`config.mk`:
```
export PLATFORM = sky130hd
export DESIGN_NAME = secuenciador_programa
export DESIGN_NICKNAME = d
export VERILOG_FILES = /design/src/rtl/secuenciador_programa.sv
export SDC_FILE = /design/constraint.sdc
export NUM_CORES = 1
export LEC_CHECK = 0
export CAP_MARGIN = 10
export CORE_MARGIN = 3
export CORE_UTILIZATION = 46
export CTS_BUF_LIST = sky130_fd_sc_hd__clkbuf_8
export DETAILED_ROUTE_END_ITERATION = 8
export PLACE_DENSITY = 0.82
export SETUP_SLACK_MARGIN = 0.15
export SLEW_MARGIN = 20
export SYNTH_ARGS = -nofsm -noshare
export SYNTH_HDL_FRONTEND = slang
export SYNTH_SLANG_ARGS = --single-unit
```
`constraint.sdc`:
```
create_clock -name i_Clk -period 1.95 [get_ports i_Clk]
set_input_delay 0.39 -clock i_Clk [delete_from_list [all_inputs] [get_ports i_Clk]]
set_output_delay 0.39 -clock i_Clk [all_outputs]
set_load 0.05 [all_outputs]
```
`src/rtl/secuenciador_programa.sv`:
```
// Program sequencer: fetches instructions over a req/ack handshake, issues them
// to the register bank for one cycle and sequences data-memory loads/stores.
module secuenciador_programa #(
  parameter int ANCHO_PC  = 8,
  parameter int ANCHO_INS = 9
) (
  input  logic                 i_Clk,
  input  logic                 i_Rst,
  input  logic                 i_Habilitar,
  output logic                 o_Mem_Req,
  output logic [ANCHO_PC-1:0]  o_Mem_Dir,
  input  logic                 i_Mem_Ack,
  input  logic [ANCHO_INS-1:0] i_Mem_Dato,
  input  logic [ANCHO_PC-1:0]  i_Direccion_Salto,
  output logic [ANCHO_INS-1:0] o_Instrucciones,
  output logic [ANCHO_PC-1:0]  o_Direccion_PC,
  output logic                 o_Control_Registros,
  output logic                 o_Lectura_Dato,
  output logic                 o_Escritura_Dato,
  input  logic                 i_Dato_Listo,
  output logic [ANCHO_PC-1:0]  o_PC,
  output logic [15:0]          o_Retiradas
);

  localparam logic [1:0] IDLE  = 2'd0;
  localparam logic [1:0] FETCH = 2'd1;
  localparam logic [1:0] EXEC  = 2'd2;
  localparam logic [1:0] DATO  = 2'd3;

  localparam logic [2:0] OP_CARGA  = 3'b010;
  localparam logic [2:0] OP_ALM_A  = 3'b011;
  localparam logic [2:0] OP_ALM_B  = 3'b100;
  localparam logic [2:0] OP_ALU    = 3'b110;
  localparam logic [2:0] OP_SALTO  = 3'b111;

  logic [1:0]           r_Estado;
  logic [ANCHO_PC-1:0]  r_PC;
  logic [ANCHO_INS-1:0] r_IR;
  logic [15:0]          r_Retiradas;

  logic [2:0]           w_Op;
  logic                 w_Es_Mem;
  logic                 w_Es_Almacen;
  logic                 w_Completa;
  logic [ANCHO_PC-1:0]  w_PC_Mas1;

  assign w_Op         = r_IR[ANCHO_INS-1 -: 3];
  assign w_Es_Almacen = (w_Op == OP_ALM_A) || (w_Op == OP_ALM_B);
  assign w_Es_Mem     = (w_Op == OP_CARGA) || w_Es_Almacen;
  assign w_PC_Mas1    = r_PC + ANCHO_PC'(1);

  // An instruction retires at the end of EXEC, or on data-ready for memory ops.
  assign w_Completa = ((r_Estado == EXEC) && !w_Es_Mem) ||
                      ((r_Estado == DATO) && i_Dato_Listo);

  always_ff @(posedge i_Clk or negedge i_Rst) begin
    if (!i_Rst) begin
      r_Estado    <= IDLE;
      r_PC        <= '0;
      r_IR        <= '0;
      r_Retiradas <= '0;
    end else begin
      case (r_Estado)
        IDLE: begin
          if (i_Habilitar) r_Estado <= FETCH;
        end
        FETCH: begin
          if (i_Mem_Ack) begin
            r_IR     <= i_Mem_Dato;
            r_Estado <= EXEC;
          end
        end
        EXEC: begin
          if (w_Es_Mem) r_Estado <= DATO;
          else if (w_Op == OP_SALTO) r_PC <= i_Direccion_Salto;
          else r_PC <= w_PC_Mas1;
        end
        DATO: begin
          if (i_Dato_Listo) r_PC <= w_PC_Mas1;
        end
        default: r_Estado <= IDLE;
      endcase
      if (w_Completa) begin
        r_Retiradas <= r_Retiradas + 16'd1;
        r_Estado    <= i_Habilitar ? FETCH : IDLE;
      end
    end
  end

  assign o_Mem_Req = (r_Estado == FETCH);
  assign o_Mem_Dir = r_PC;
  assign o_PC      = r_PC;
  assign o_Retiradas    = r_Retiradas;
  assign o_Direccion_PC = w_PC_Mas1;

  // Loads re-present the instruction on the ready cycle so the bank captures the data.
  assign o_Instrucciones = ((r_Estado == EXEC) ||
                            ((r_Estado == DATO) && (w_Op == OP_CARGA) && i_Dato_Listo))
                           ? r_IR : '0;

  assign o_Control_Registros = (r_Estado == EXEC) && (w_Op == OP_ALU);
  assign o_Lectura_Dato      = (r_Estado == EXEC) && (w_Op == OP_CARGA);
  assign o_Escritura_Dato    = (r_Estado == EXEC) && w_Es_Almacen;

endmodule
```
Yosys cells after proc, flatten, opt, wreduce, memory -nomap -nowiden
Index checks and enable logic that the tools add are counted.
{"block": "word_totals", "reg_bits": 35, "in_bits": 22, "output_inout_bits": 53, "elab_cells": 48}
{"block": "op_classes", "add_sub_neg": 2, "eq_ne": 13, "n_mux": 11, "n_reduce_logical": 18}
{"op": "$mux 8", "n": 3}
{"op": "$add 16x1->16 const B", "n": 1}
{"op": "$pmux 8 s2", "n": 1}
{"op": "$eq 3x3->1 const B", "n": 3}
{"op": "$mux 9", "n": 1}
{"op": "$add 8x1->8 const B", "n": 1}
{"op": "$mux 2", "n": 4}
{"op": "$logic_and 1x1->1", "n": 7}
{"op": "$eq 3x2->1 const B", "n": 2}
{"op": "$ne 3x3->1 const B", "n": 2}
{"op": "$pmux 2 s3", "n": 1}
{"op": "$eq 2x2->1 const B", "n": 2}
{"op": "$logic_or 1x1->1", "n": 4}
{"op": "$ne 2x2->1 const B", "n": 2}
{"op": "$reduce_and 4->1", "n": 1}
{"op": "$reduce_bool 4->1", "n": 1}
{"op": "$ne 3x1->1 const B", "n": 1}
{"op": "$reduce_and 3->1", "n": 1}
{"op": "$eq 2x1->1 const B", "n": 1}
{"op": "$logic_not 2->1", "n": 1}
{"op": "$reduce_and 2->1", "n": 1}
{"op": "$reduce_bool 2->1", "n": 1}
{"op": "$logic_not 1->1", "n": 1}
{"op": "$mux 1", "n": 1}

Depth between registers and ports, before layout
{"block": "depth", "ltp_word": 8, "depth_mapped": 8}

Worst setup path after synthesis
Ideal clock, no wire load.
{"block": "synth_timing", "kind": "flip-flop to output port", "start": "register r_PC[2] (netlist: o_Mem_Dir[2])", "end": "output o_Direccion_PC[7]", "arrival_ps": 2032, "t_required_ps": 1560, "path_slack_ps": -472, "path_stages_with_launch": 4, "n_path_buf": 0, "cell_sequence": "dfrtp_1 > and3_1 > nand4_1 > xnor2_1"}
{"block": "synth_via", "elab_chain_cells": 1}
{"element": "start, declared", "line": "37", "rtl": "logic [ANCHO_PC-1:0] r_PC;"}
{"element": "start signal, assigned", "line": "75", "rtl": "else if (w_Op == OP_SALTO) r_PC <= i_Direccion_Salto;"}
{"element": "start signal, assigned", "line": "76", "rtl": "else r_PC <= w_PC_Mas1;"}
{"element": "start signal, assigned", "line": "79", "rtl": "if (i_Dato_Listo) r_PC <= w_PC_Mas1;"}
{"element": "$add 8x1->8", "line": "50", "rtl": "assign w_PC_Mas1 = r_PC + ANCHO_PC'(1);"}
{"element": "end, declared", "line": "16", "rtl": "output logic [ANCHO_PC-1:0] o_Direccion_PC,"}
No other way between the ends.

Worst setup path after layout
{"block": "layout_timing", "start": "register r_Estado[0]", "end": "output o_Instrucciones[4]"}
{"block": "layout_via", "elab_chain_cells": 5, "word_cells_on_any_way": 6, "cone_classes": "eq/ne: 2; mux: 1; reduce/logical: 3"}
{"element": "start, declared", "line": "36", "rtl": "logic [1:0] r_Estado;"}
{"element": "start signal, assigned", "line": "85", "rtl": "r_Estado <= i_Habilitar ? FETCH : IDLE;"}
{"element": "$eq 2x2->1", "line": "98", "rtl": "((r_Estado == DATO) && (w_Op == OP_CARGA) && i_Dato_Listo))"}
{"element": "$logic_and 1x1->1 (2 in series)", "line": "98"}
{"element": "$logic_or 1x1->1 (*)", "line": "97", "rtl": "assign o_Instrucciones = ((r_Estado == EXEC) ||"}
{"element": "$mux 9 (*)", "line": "99", "rtl": "? r_IR : '0;"}
{"element": "end, declared", "line": "15", "rtl": "output logic [ANCHO_INS-1:0] o_Instrucciones,"}
Every way passes the cells marked *; elsewhere a longest branch is shown, timed or not.

==> results.sh <==
export IMPL_worstPathMaxFanout=7
export IMPL_cp_top_family="flip-flops"
export IMPL_num_vias=2044
export IMPL_grt_pass1_vias=1971
export IMPL_dieHeight_um=73.0
export IMPL_synth_area_mm2=0.00206
export IMPL_drt_iter0_markers=112
export IMPL_rsz0062_at_grt="true"
export IMPL_async_flop_share=1.00
export IMPL_cts_root_buf="clkbuf_8"
export IMPL_min_period_ns=1.99
export IMPL_grt_max_degree=23
export IMPL_synth_edf_count=0
export IMPL_dp_hpwl_mm=3.98
export IMPL_setup_ws_ns=-0.0416
export IMPL_cts_buffers=5
export IMPL_grt_ovfl_total=0
export IMPL_syn_inst=198
export IMPL_grt_antenna_before_repair=0
export IMPL_pre_cts_ws_ns=-0.0379
export IMPL_synth_top_cell_by_area="dfrtp_1"
export IMPL_portBuffers=74
export IMPL_leakage_uw=0.00171
export IMPL_clockBufferDepth=2
export IMPL_synth_seq_cells=35
export IMPL_rows=23
export IMPL_vias_per_cell=5.58
export IMPL_worst_pin_slew_ns=0.506
export IMPL_areaGrowthSynthToFinish_pct=78.0
export IMPL_boundaryPins=75
export IMPL_max_slew_margin_rel=0.663
export IMPL_status="complete, but fails checks"
export IMPL_critPathCaptureType="output pin"
export IMPL_coreArea_mm2=0.00417
export IMPL_max_stage_delay_ns=0.42
export IMPL_cp_data_required_time_ns=1.56
export IMPL_violations="negative setup slack"
export IMPL_grtUsageTotal=0.237
export IMPL_worstPathArrival_ns=1.60
export IMPL_ir_drop_mv=1.08
export IMPL_cp_depth=6
export IMPL_startpoint="r_Estado[0]"
export IMPL_hold_violations=0
export IMPL_crit_buf_inv=2
export IMPL_fin_hold_ws_ns=0.0666
export IMPL_rrSetupSlack_ns=0.12
export IMPL_period_share=1.02
export IMPL_start_util=0.494
export IMPL_ys_dominant_reg_cell="dfrtp_1"
export IMPL_htreeDepth=2
export IMPL_power_uw=7120
export IMPL_finalWirelength_mm=6.89
export IMPL_worstHoldPathType="input port to asynchronous set/reset pin"
export IMPL_criticalPathCategory="register to output pin"
export IMPL_avgRoutedWirePerCell_um=18.8
export IMPL_syn_nets=226
export IMPL_drt_first_pass_iters=4
export IMPL_ys_top_cells_by_area="dfrtp_1 (42%), mux2_2 (5.5%), xor2_1 (4.7%), xnor2_1 (3.8%), ha_1 (3.6%)"
export IMPL_cts_tree="done"
export IMPL_gp_congestion=0.834
export IMPL_crit_path_start_kind="register"
export IMPL_synth_top_area_frac=0.424
export IMPL_r2r_end="o_Retiradas[8]"
export IMPL_seq_area_frac_synth=0.424
export IMPL_fmax_ghz=0.502
export IMPL_fin_skew_ns=0.00704
export IMPL_power_density_mw_per_mm2=1940
export IMPL_postRouteAntennaNets=0
export IMPL_route_detailed_drc=0
export IMPL_slew_violations=0
export IMPL_antennaDiodeCount=0
export IMPL_yosysWarnings=0
export IMPL_chipWidth_um=73.0
export IMPL_grt_pass1_wl_mm=9.72
export IMPL_die_area_mm2=0.00532
export IMPL_crit_path_top_delay_cell="dfrtp_2"
export IMPL_insertion_delay_ns=0.29
export IMPL_drv_cap=0
export IMPL_setup_viol=8
export IMPL_clock_sinks=35
export IMPL_r2r_cells=6
export IMPL_clkTransAtPathRegs_ns=0.07
export IMPL_setup_worst_path_end="o_Instrucciones[4]"
export IMPL_synth_distinct_cells=46
export IMPL_r2r_start="r_IR[8]"
export IMPL_path_cells="ha_4 > nand2_2 > o31ai_2 > buf_4 > and2_4 > buf_12"
export IMPL_syn_avg_cell_area_um2=10.4
export IMPL_drive_gt1_frac=0.538
export IMPL_fin_nets=343
flip-flops by register name, summed over array words and instances (netlist names):
| register | flops |
|---|---|
| r_IR | 9 |
| o_Retiradas | 16 |
| o_Mem_Dir | 8 |
| r_Estado | 2 |
cell usage after synthesis, types with 2 or more instances:
cell	instances
buf_2	2
o21ai_0	2
and3_1	3
o22ai_1	3
xnor2_1	9
nand4_1	5
nor4b_2	4
nand3b_1	2
and2_1	9
nand2_1	19
o21ai_1	7
a21oi_1	8
ha_1	6
dfrtp_1	35
nand3_1	11
nor3_2	3
xor2_1	11
a2bb2oi_1	4
mux2i_1	2
buf_6	2
mux2_2	10
inv_1	5
nor2_1	5
nor3_1	2
buf_4	8
kinds of logic (layout without fill, tap and decap cells):
kind of cell | Yosys count | after routing | share of synthesized area
xor gates and xnor gates | 20 | 20 | 0.0849
and+or+nand+nor | 75 | 75 | 0.230
adders and majority gates | 6 | 6 | 0.0364
AOI/OAI and AO/OA | 30 | 30 | 0.100
buffers and inverters | 20 | 138 | 0.0594
DFF | 35 | 35 | 0.424
muxes | 12 | 12 | 0.0643
area by class of cell:
class | count | area, µm²
multi-input cells | 143 | 1330
repair buffers | 124 | 1290
flip-flops and latches | 35 | 886
fillers | 191 | 500
clock buffers | 5 | 68.8
well taps | 50 | 62.6
inverters | 6 | 22.5
clock inverters | 3 | 11.3
repair_timing:
action                                  in CTS  in global routing
pin swaps                                   21                 13
endpoints found under the setup margin      30                 30
buffers inserted                            19                 19
gates resized for setup                     35                 20
hold buffers                                 0                  0
per-stage QoR:
stage	cells	TNS, ns	util	cell area, µm²
detailed placement	320	-0.199	0.751	3130
finish	366	-0.244	0.880	3670
CTS	347	-0.282	0.821	3430
global placement	320	-0.0715	0.751	3130
global route	366	-0.981	0.880	3670
floorplan	198	0	-	2200
per-layer routing:
layer  share of wire  GRT usage  vias to the layer above
met1            0.40      0.307                     1015
met4           0.025     0.0717                        0
met2            0.53      0.408                       79
met3           0.048     0.0358                       16
met5               0          0                        -
li1                -          -                      934
report_power, final:
| group | internal, µW | switching [µW] |
|---|---|---|
| registers | 999 | 338 |
| logic | 2390 | 2900 |
| clock network | 238 | 245 |
| total | 3630 | 3480 |
cell usage in the layout, fill, tap and decap left out, types with 2 or more instances in the layout:
| cell type | n |
|---|---|
| buf_4 | 63 |
| dfrtp_1 | 27 |
| buf_12 | 21 |
| clkdlybuf4s50_1 | 19 |
| nand2_1 | 14 |
| buf_6 | 12 |
| and2_4 | 10 |
| xor2_1 | 10 |
| mux2_2 | 10 |
| nand3_1 | 8 |
| o21ai_1 | 8 |
| dlygate4sd2_1 | 8 |
| dfrtp_2 | 8 |
| inv_1 | 7 |
| a21oi_1 | 7 |
| nand4_1 | 5 |
| nor4b_2 | 5 |
| xnor2_1 | 5 |
| nor2_1 | 5 |
| clkbuf_8 | 5 |
| a2bb2oi_1 | 4 |
| xnor2_4 | 3 |
| nand2_2 | 3 |
| nor3_2 | 3 |
| o22ai_1 | 3 |
| ha_4 | 3 |
| inv_2 | 2 |
| nand2_4 | 2 |
| nand3_2 | 2 |
| nor3_4 | 2 |
| nand3b_1 | 2 |
| mux2i_1 | 2 |
| ha_1 | 2 |
worst min path at each step:
stage	start	endpoint	slack, ns	cells past startpoint
floorplan	i_Rst	o_Mem_Dir[0]	0.09	0
global placement	i_Rst	o_Retiradas[11]	0.38	1
detailed placement	i_Rst	o_Retiradas[11]	0.38	1
CTS	i_Rst	o_Retiradas[14]	0.07	1
global route	i_Rst	o_Retiradas[14]	0.1	1
finish	i_Rst	o_Retiradas[14]	0.07	1
(Power assumes the default switching activity.)
